**src/rtl/sprite_rom_arbiter.sv**
```systemverilog
// sprite_rom_arbiter: round-robin share of one sprite ROM port with tagged, fixed-latency responses
module sprite_rom_arbiter #(
    parameter int NUM_REQ     = 4,
    parameter int ADDR_WIDTH  = 12,
    parameter int DATA_WIDTH  = 12,
    parameter int ROM_LATENCY = 2
) (
    input  logic                          clock,
    input  logic                          reset,
    input  logic                          vsync,
    input  logic [NUM_REQ-1:0]            req,
    input  logic [NUM_REQ*ADDR_WIDTH-1:0] addr,
    output logic [NUM_REQ-1:0]            grant,
    output logic                          rom_en,
    output logic [ADDR_WIDTH-1:0]         rom_addr,
    input  logic [DATA_WIDTH-1:0]         rom_data,
    output logic [DATA_WIDTH-1:0]         rdata,
    output logic [NUM_REQ-1:0]            rvalid,
    output logic [NUM_REQ-1:0]            starve_err
);
    localparam int PW = $clog2(NUM_REQ);

    logic [PW-1:0]      ptr, gidx, j;
    logic [PW:0]        s;
    logic               vsync_r, vsync_p, frame_start;
    logic [NUM_REQ-1:0] tag [ROM_LATENCY];
    logic [3:0]         wait_cnt [NUM_REQ];

    assign frame_start = vsync_p & ~vsync_r;
    assign rdata       = rom_data;

    // rotating priority search from ptr; scanning downward lets the closest requester win last
    always_comb begin
        grant = '0;
        gidx  = '0;
        s     = '0;
        j     = '0;
        for (int k = NUM_REQ - 1; k >= 0; k--) begin
            s = {1'b0, ptr} + (PW+1)'(k);
            j = (s >= (PW+1)'(NUM_REQ)) ? PW'(s - (PW+1)'(NUM_REQ)) : PW'(s);
            if (!reset && req[j]) begin
                grant    = '0;
                grant[j] = 1'b1;
                gidx     = j;
            end
        end
    end

    // sample vsync and keep the previous sample for falling-edge detection
    always_ff @(posedge clock or posedge reset) begin
        if (reset) begin
            vsync_r <= 1'b0;
            vsync_p <= 1'b0;
        end else begin
            vsync_r <= vsync;
            vsync_p <= vsync_r;
        end
    end

    // priority pointer: frame start reseeds to 0, otherwise step past the winner
    always_ff @(posedge clock or posedge reset) begin
        if (reset)
            ptr <= '0;
        else if (frame_start)
            ptr <= '0;
        else if (|grant)
            ptr <= (gidx == PW'(NUM_REQ - 1)) ? '0 : gidx + 1'b1;
    end

    // issue the registered ROM read and walk the response tag down the pipeline
    always_ff @(posedge clock or posedge reset) begin
        if (reset) begin
            rom_en   <= 1'b0;
            rom_addr <= '0;
            rvalid   <= '0;
            for (int k = 0; k < ROM_LATENCY; k++)
                tag[k] <= '0;
        end else begin
            rom_en <= |grant;
            if (|grant)
                rom_addr <= addr[int'(gidx)*ADDR_WIDTH +: ADDR_WIDTH];
            tag[0] <= grant;
            for (int k = 1; k < ROM_LATENCY; k++)
                tag[k] <= tag[k-1];
            rvalid <= tag[ROM_LATENCY-1];
        end
    end

    // per-requester wait counters with a sticky starvation flag
    always_ff @(posedge clock or posedge reset) begin
        if (reset) begin
            starve_err <= '0;
            for (int i = 0; i < NUM_REQ; i++)
                wait_cnt[i] <= '0;
        end else begin
            for (int i = 0; i < NUM_REQ; i++) begin
                if (!req[i] || grant[i])
                    wait_cnt[i] <= '0;
                else begin
                    if (wait_cnt[i] != 4'd15)
                        wait_cnt[i] <= wait_cnt[i] + 4'd1;
                    if (wait_cnt[i] == 4'(NUM_REQ - 1))
                        starve_err[i] <= 1'b1;
                end
            end
        end
    end
endmodule

```
**config.mk**
```make
export PLATFORM = sky130hd
export DESIGN_NAME = sprite_rom_arbiter
export DESIGN_NICKNAME = d
export VERILOG_FILES = /design/src/rtl/sprite_rom_arbiter.sv
export SDC_FILE = /design/constraint.sdc
export NUM_CORES = 1
export LEC_CHECK = 0
export ABC_AREA = 1
export CORE_MARGIN = 1.5
export CORE_UTILIZATION = 40
export DETAILED_ROUTE_END_ITERATION = 12
export GPL_TIMING_DRIVEN = 0
export PLACE_DENSITY = 0.74
export SLEW_MARGIN = 20
export SYNTH_ARGS = -nofsm -noshare
export SYNTH_HDL_FRONTEND = slang
export SYNTH_SLANG_ARGS = --single-unit
```
**constraint.sdc**
```tcl
create_clock -name clock -period 3.1 [get_ports clock]
set_clock_uncertainty 0.2 [all_clocks]
set_input_delay 0.465 -clock clock [delete_from_list [all_inputs] [get_ports clock]]
set_output_delay 0.465 -clock clock [all_outputs]
set_load 0.1 [all_outputs]
```
# Yosys cells after proc, flatten, opt, wreduce, memory -nomap -nowiden
# Index checks and enable logic that the tools add are counted.
# Widths: inputs -> output; s select.
# word_totals
register_bits	49
latchBits	0
ramBits	0
romBits	0
input_bits	67
output_inout_bits	37
wordCells	123
n_memories	0
# classes
addsub	12
n_mul	1
div	0
order_cmp	12
n_eq_ne	9
shift	1
mux	39
bitwise	6
n_reduce_logical	27
# op_table
op	count
$mux 4	12
$shiftx 48x7->12	1
$mux 2	11
$add 4x1->4 const B	4
$eq 4x2->1 const B	4
$ne 4x4->1 const B	4
$lt 2x3->1 const B	4
$reduce_bool 2->1	5
$ge 3x3->1 const B	3
$bmux 1 s2	4
$demux 1 s2	4
$ge 2x1->1 const B	4
$logic_and 1x1->1	8
$mux 1	8
$reduce_and 2->1	4
$sub 2x1->2 const B	4
$add 2x2->3 const B	2
$logic_not 1->1	5
$not 1->1	5
$logic_or 1x1->1	4
$mul 2x2->4 const B	1
$reduce_or 4->1	1
$add 2x1->3 const B	1
$ge 2x3->1 const B	1
3 further kinds	3

# Longest topological paths before layout
# Gate-level depths: netlist (run 1).
# logic_depth
ltp_word	14
mapped_depth	17
ltp_nobuf	15

# Least setup slack after synthesis (run 1)
# OpenSTA, ideal clock, no wires.
# synth_path
path_kind	in2out
from	input reset
to	output grant[3]
arrival_time_ps	2962
required_ps	2435
path_slack_ps	-527
cell_stages	7
path_buffers	0
cell_sequence	inv_1 nand2_1 nor2_4 nand3_1 nand3_1 nand2_1 inv_1
# synth_between
elab_chain_cells	6
word_cells_on_any_way	9
classes_between	mux (4); reduce/logical (5)
# synth_rtl
element	line	rtl
start, declared	9	input logic reset,
$logic_not 1->1 (no line) *	n/a	
$logic_and 1x1->1	41	if (!reset && req[j]) begin
$mux 4 (3 in series)	41	
$mux 4 *	41	
end, declared	13	output logic [NUM_REQ-1:0] grant,
# Mark *: on every way between the ends. The rest lies on a longest branch, timed or not.

# Final worst setup path (run 1)
# layout_path
from	register ptr[0]
to	output grant[2]
# layout_between
elab_chain_cells	11
word_cells_on_any_way	51
classes_between	add/sub (7); order compare (12); mux (24); reduce/logical (8)
# layout_rtl
element	line	rtl
start, declared	23	logic [PW-1:0] ptr, gidx, j;
start signal, assigned	67	ptr <= (gidx == PW'(NUM_REQ - 1)) ? '0 : gidx + 1'b1;
$add 2x2->3	39	s = {1'b0, ptr} + (PW+1)'(k);
$ge 3x3->1 or $sub 2x1->2 (tied branches)	40	j = (s >= (PW+1)'(NUM_REQ)) ? PW'(s - (PW+1)'(NUM_REQ)) : PW'(s);
$mux 2	40	
$lt 2x3->1 (implied by the code) or $ge 2x1->1 (tied branches)	43	grant[j] = 1'b1;
$logic_and 1x1->1 (implied by the code)	43	
$mux 1 (implied by the code)	43	
$demux 1 s2	43	
$mux 4 (3 in series)	41	
$mux 4 *	41	
# Mark *: on every way between the ends. The rest lies on a longest branch, timed or not. The select of a mux whose other input is x is not followed.

==> key figures, run 1 <==
Worst setup path
  – R2R Setup Slk: 520 ps
  – Worst Setup Start Kind: register
  – Crit. End Element: primary output
  – Critical Path AT: 2250 ps
  – CP Cell Sequence: buf_6, inv_8, ha_4, inv_2, nand3_2, nand3_4, buf_6, nor2_1, nor2_1, nand3_1, nand2_2, clkinvlp_4, buf_12
  – Crit Path Category: register to primary output
  – Buf/Inv on CP: 6
  – CP required: 2430 ps
  – Slowest cell delay on critical path: 400 ps
  – Worst flop-to-flop path endpoint: rom_addr[5]
  – Family with the most delay on the worst path: buffers and inverters
  – Critical Path Fanout Max: 9
  – Worst Reg-to-Reg Cells: 18
  – R2r startpoint: ptr[0]
  – Worst-path cell with the longest stage delay: dfrtp_1

Yosys
  – Compound-cell area share of the yosys netlist: 0.0365
  – Post-synth EDFFs: 0
  – Top FF cell, synth: dfrtp_1
  – Synthesized flop and latch total: 49
  – Synth area leader: dfrtp_1
  – Synth Area in Simple Gates: 0.380
  – Xor/xnor share of the synthesized area: 0.0193
  – Mapped Cells: 415
  – Syn_area_per_cell: 7.67 um^2
  – Sequential cell area fraction in the yosys report: 0.385
  – Syn nets: 493
  – Ys Warns: 0
  – Post-synthesis mux area share: 0
  – Synth cell types: 28
  – Largest family of logic cells by synthesized area: simple AND/OR/NAND/NOR gates
  – Post-synthesis cell area: 3180 um^2
  – Top cell type's share of synthesized area: 0.385
  – Post-synthesis adder-cell area fraction: 0.0432
  – Post-synth ARST share: 1.00
  – Top cells by area, synth: dfrtp_1 (39%), nand2_1 (14%), nand3_1 (7.7%)

CTS
  – Clock transition at path regs: 90 ps
  – Clk sinks: 49
  – H-tree depth: 2
  – Worst skew pair latency: 290 ps
  – Clock Tree Root: clkbuf_8
  – CTS tree: yes
  – Maximum clock path buffer count: 2
  – TritonCTS Buffers: 5

Cells and area
  – Area grow syn2layout: 41.5%
  – Nets: 601
  – FILL cells: 680
  – Antenna Cells: 0
  – Multi-input gate area: 1540 um^2
  – FF+latch area: 1230 um^2
  – Final instance area: 4510 um^2
  – Most frequent cells in the layout: nand2_1 (117), clkdlybuf4s50_1 (87), nand3_1 (49), dfrtp_1 (48), inv_1 (47)
  – Share of cells above drive strength 1: 0.174
  – Commonest non-fill, non-tap cell in the layout: nand2_1
  – Core Util, Final: 0.583

Die
  – Die ar.: 8510 um^2
  – Initial Utilization: 0.412
  – Core region area: 7730 um^2
  – DIE HEIGHT: 92.2 um
  – # IOs: 104
  – DIE WIDTH: 92.2 um
  – Rows: 32

Min path
  – Hold EP: rvalid[1]
  – Hold Path Stages: 0
  – Hold WC Path Type: register to register
  – Hold_sp: tag[1]

Status
  – Outcome: complete, no violations

Timing
  – # setup viols final: 0
  – RSZ-0062 raised after global routing: false
  – Post-layout minimum cycle time: 2920 ps
  – Max-slew violations: 0
  – Worst slew margin relative to its limit: 0.329
  – WHS: 152 ps
  – Final worst-path cycle share: 0.941
  – Fin. Hold Viols: 0
  – Least-Margin Pin Slew: 1000 ps
  – Fmax: 0.343 GHz

Global routing
  – Pin count of the biggest net entering global routing: 25
  – All-Layer GR Usage: 0.178
  – Global-route wire length before repair: 12.3 mm
  – Grt ovf: 0
  – Vias in the first global route: 2742
  – Initial antenna violation count: 0

Detailed routing
  – Vias: 2965
  – Routed WL: 7.29 mm
  – Detailed Routing Iterations Pass 1: 4
  – DRC violation count after routing: 0
  – Wirelength per Cell: 11.7 um
  – Initial DRC Count: 107
  – DRT antenna net count: 0
  – Avg Vias per Cell: 4.74

Placement
  – GP Congestion: 0.835
  – DP Area: 4290 um^2
  – Port Buffers: 91
  – DP HPWL: 5.75 mm

Flow run
  – Max_cap viols: 0
how the worst max path moves through the flow:
stage	start	end	slack [ps]	cells past startpoint
3_3_place_gp	reset	grant[3]	-1730	10
6_report	ptr[0]	grant[2]	180	13
3_5_place_dp	reset	grant[3]	-920	10
4_1_cts	ptr[0]	grant[3]	6	12
2_1_floorplan	reset	grant[2]	60	8
5_1_grt	ptr[0]	grant[2]	80	13
layer usage:
metal,GRT usage,up-vias,wire length (um)
met5,0,-,0
met4,0.0333,0,68
met3,0.0464,9,609
met2,0.319,119,3480
met1,0.215,1343,3130
li1,-,1494,-
logic make-up after synthesis:
logic type      Yosys count
flops                    49
simple gates            245
fa+ha+maj                11
xor+xnor                  7
buf+inv                  84
compound gates           19
stage by stage:
step	setup TNS (ps)	cells	setup slack [ps]
finish	0	626	183
global route	0	626	80.6
floorplan	0	415	57.7
detailed placement	-3500	610	-922
global placement	-24120	608	-1730
CTS	0	622	6.22
cell type report:
cell class / instances / share of cell area
Multi-Input combinational cell: 282 / 0.342
Sequential cell: 49 / 0.272
Timing Repair Buffer: 101 / 0.231
Inverter: 60 / 0.0558
Buffer: 24 / 0.0444
Tap cell: 102 / 0.0283
Clock buffer: 6 / 0.0183
Clock inverter: 2 / 0.00833
repair_timing:
action,CTS,global route
hold buffers,0,0
endpoints found under the setup margin,4,4
resized for setup,27,10
pin swaps,1,3
setup buffers,4,4
flip-flops by register name, summed over array words and instances, names as in the netlist:
register,flops
wait_cnt,16
vsync_p,1
tag,8
vsync_r,1
starve_err,4
rom_addr,12
rom_en,1
rvalid,4
ptr,2
Yosys cell counts, drive strengths merged, types with 3 or more instances:
cell type / instances
nand2: 135
inv: 60
nand3: 55
dfrtp: 49
nor2: 28
buf: 24
nand3b: 24
ha: 11
a21oi: 8
xor2: 5
o21ai: 4
o21bai: 4
a211oi: 3
nor3: 3
Power of run 1 is not shown: default switching activity piles up to over one toggle a cycle in this logic, so the estimate is an artifact.
==> run 2: changes to the inputs <==
Settings changed: SLEW_MARGIN 20 to not set.
==> run 2 against run 1 <==
First-iteration DRC count is 28% higher. Setup slack worse by 9.9 ps. Sequential share of layout area is 0.29 points higher. Die area stayed put. Global-route usage is 0.39 points higher. Routed wire length is 3.3% higher. Worst hold slack hardly changed. Sequential cell count stayed put. Via count is 0.34% lower. Fmax is 0.34% lower. Design area is 1.1% lower. Largest cell class unchanged.
==> key figures, run 2 (synthesized netlist as in run 1, its figures left out) <==
Worst setup path
  – R2r startpoint: ptr[0]
  – Worst flop-to-flop path endpoint: rom_addr[4]
  – Buf/Inv on CP: 6 (unchanged)
  – Family with the most delay on the worst path: buffers and inverters
  – Slowest cell delay on critical path: 400 ps (about the same)
  – Worst-path cell with the longest stage delay: dfrtp_1
  – Crit Path Category: register to primary output
  – R2R Setup Slk: 510 ps (about the same)
  – Worst Setup Start Kind: register
  – CP Cell Sequence: buf_6, inv_8, ha_4, inv_2, nand3_2, nand3_4, buf_6, nor2_1, nor2_1, nand3_1, nand2_2, clkinvlp_4, buf_12
  – Crit. End Element: primary output
  – CP required: 2430 ps (about the same)
  – Critical Path Fanout Max: 9 (unchanged)
  – Worst Reg-to-Reg Cells: 17 (-1)
  – Critical Path AT: 2260 ps (about the same)

Global routing
  – Global-route wire length before repair: 12.3 mm (+0.34%)
  – Grt met3 use: 0.0547 (+0.00829)
  – Met1 usage: 0.213 (-0.00160)
  – Initial antenna violation count: 0 (unchanged)
  – Pin count of the biggest net entering global routing: 28 (+12%)
  – Met2 Usage GRT: 0.315 (-0.00370)
  – Vias in the first global route: 2807 (+2.4%)
  – All-Layer GR Usage: 0.182 (+0.00389)
  – Grt ovf: 0 (unchanged)
  – Gr busiest metal: met2

Min path
  – Hold WC Path Type: register to register
  – Hold EP: rvalid[1]
  – Hold Path Stages: 0 (unchanged)
  – Hold_sp: tag[1]

Die
  – Core region area: 7730 um^2 (unchanged)
  – Initial Utilization: 0.412 (unchanged)
  – # IOs: 104 (unchanged)
  – Die ar.: 8510 um^2 (unchanged)
  – Rows: 32 (unchanged)
  – DIE HEIGHT: 92.2 um (unchanged)
  – DIE WIDTH: 92.2 um (unchanged)

Detailed routing
  – Initial DRC Count: 137 (+28%)
  – DRC violation count after routing: 0 (unchanged)
  – Avg Vias per Cell: 4.70 (-0.81%)
  – Vias: 2955 (-0.34%)
  – Routed WL: 7.53 mm (+3.3%)
  – DRT antenna net count: 0 (unchanged)
  – Wirelength per Cell: 12.0 um (+2.8%)
  – Detailed Routing Iterations Pass 1: 4 (unchanged)

Cells and area
  – Antenna Cells: 0 (unchanged)
  – Nets: 604 (+0.50%)
  – Most frequent cells in the layout: nand2_1 (117), clkdlybuf4s50_1 (86), nand3_1 (49), dfrtp_1 (48), inv_1 (47)
  – Area grow syn2layout: 40.0%
  – Core Util, Final: 0.577 (-0.00615)
  – Largest Register: wait_cnt
  – FILL cells: 679 (-0.15%)
  – Top Registers: wait_cnt: 16 flops, rom_addr: 12 flops, tag: 8 flops
  – Largest register FFs: 16 (unchanged)
  – Commonest non-fill, non-tap cell in the layout: nand2_1
  – Share of cells above drive strength 1: 0.176 (+0.00281)

Status
  – Outcome: complete, no violations

Placement
  – Pre-CTS WS: -1750 ps (-827 ps)
  – GP Congestion: 0.835 (unchanged)
  – Port Buffers: 91 (unchanged)
  – DP HPWL: 5.59 mm (-2.7%)

CTS
  – Worst skew pair latency: 300 ps (about the same)
  – Clock transition at path regs: 80 ps (about the same)
  – TritonCTS Buffers: 5 (unchanged)
  – Clock Tree Root: clkbuf_8
  – Clk sinks: 49 (unchanged)
  – Maximum clock path buffer count: 2 (unchanged)
  – Hold_buf cts: 0 (unchanged)
  – H-tree depth: 2 (unchanged)
  – CTS tree: yes

Timing
  – WHS: 151 ps (-0.335 ps)
  – Final worst-path cycle share: 0.944 (+0.00320)
  – Max-slew violations: 0 (unchanged)
  – Least-Margin Pin Slew: 1000 ps (-3.23 ps)
  – Worst slew margin relative to its limit: 0.331 (+0.00216)
  – Setup ws final: 173 ps (-9.91 ps)
  – Fmax: 0.342 GHz (-0.34%)
  – Post-layout minimum cycle time: 2930 ps (+9.91 ps)
  – # setup viols final: 0 (unchanged)
  – RSZ-0062 raised after global routing: false
  – Fin. Hold Viols: 0 (unchanged)
  – Setup TNS: 0 ps (unchanged)

Flow run
  – Max_cap viols: 0 (unchanged)
run 2: timing repair:
action                                  in CTS  in global routing
gates cloned                                 2                  0
endpoints found under the setup margin      39                  4
setup buffers                                3                  8
pin swaps                                    0                  3
gates resized for setup                     29                  9
run 2: worst max-delay path by stage:
| stage | slack (ps) | cells past startpoint | endpoint | start |
|---|---|---|---|---|
| 2_1_floorplan | 60 | 8 | grant[2] | reset |
| 3_3_place_gp | -1730 | 10 | grant[3] | reset |
| 3_5_place_dp | -1750 | 10 | grant[3] | reset |
| 4_1_cts | 2 | 13 | grant[2] | ptr[0] |
| 5_1_grt | 60 | 12 | grant[3] | ptr[0] |
| 6_report | 170 | 13 | grant[2] | ptr[0] |
run 2: routing by layer:
layer / vias to the layer above / share of wire
met5: - / 0
met4: 0 / 0.015
met3: 12 / 0.087
met2: 114 / 0.48
met1: 1327 / 0.42
li1: 1502 / -
run 2: area by class of cell:
| cell class | count | area [um^2] | area share |
|---|---|---|---|
| Timing Repair inverter | 2 | 12.5 | 0.00281 |
| Clock inverter | 2 | 10.0 | 0.00224 |
| Sequential cell | 49 | 1230 | 0.275 |
| Inverter | 60 | 251 | 0.0564 |
| Multi-Input combinational cell | 282 | 1540 | 0.345 |
| Clock buffer | 6 | 72.6 | 0.0163 |
| Buffer | 24 | 200 | 0.0449 |
| Tap cell | 102 | 128 | 0.0286 |
| Timing Repair Buffer | 102 | 1020 | 0.228 |
run 2: worst register-to-register path: cells and delay by family (launching register included):
kind	cells	cell delay [ps]
adders and majority gates	1	290
DFF	1	380
AOI/OAI and AO/OA	1	110
and+or+nand+nor	8	680
buffers and inverters	7	820
run 2: stage by stage:
step,cells,instance area [um^2]
3_3_place_gp,608,4240
5_1_grt,629,4460
4_1_cts,621,4360
2_1_floorplan,415,3200
3_5_place_dp,608,4240
6_report,629,4460
Power of run 2 is left out for the same reason.
==> run 3: changes to the inputs <==
Settings changed: ABC_CLOCK_PERIOD_IN_PS set to 3100, GPL_ROUTABILITY_DRIVEN set to 0.
==> results of run 3 <==
Same layout as run 2: the final DEF is identical, and so are final timing and power.
Power of run 3 is left out for the same reason.
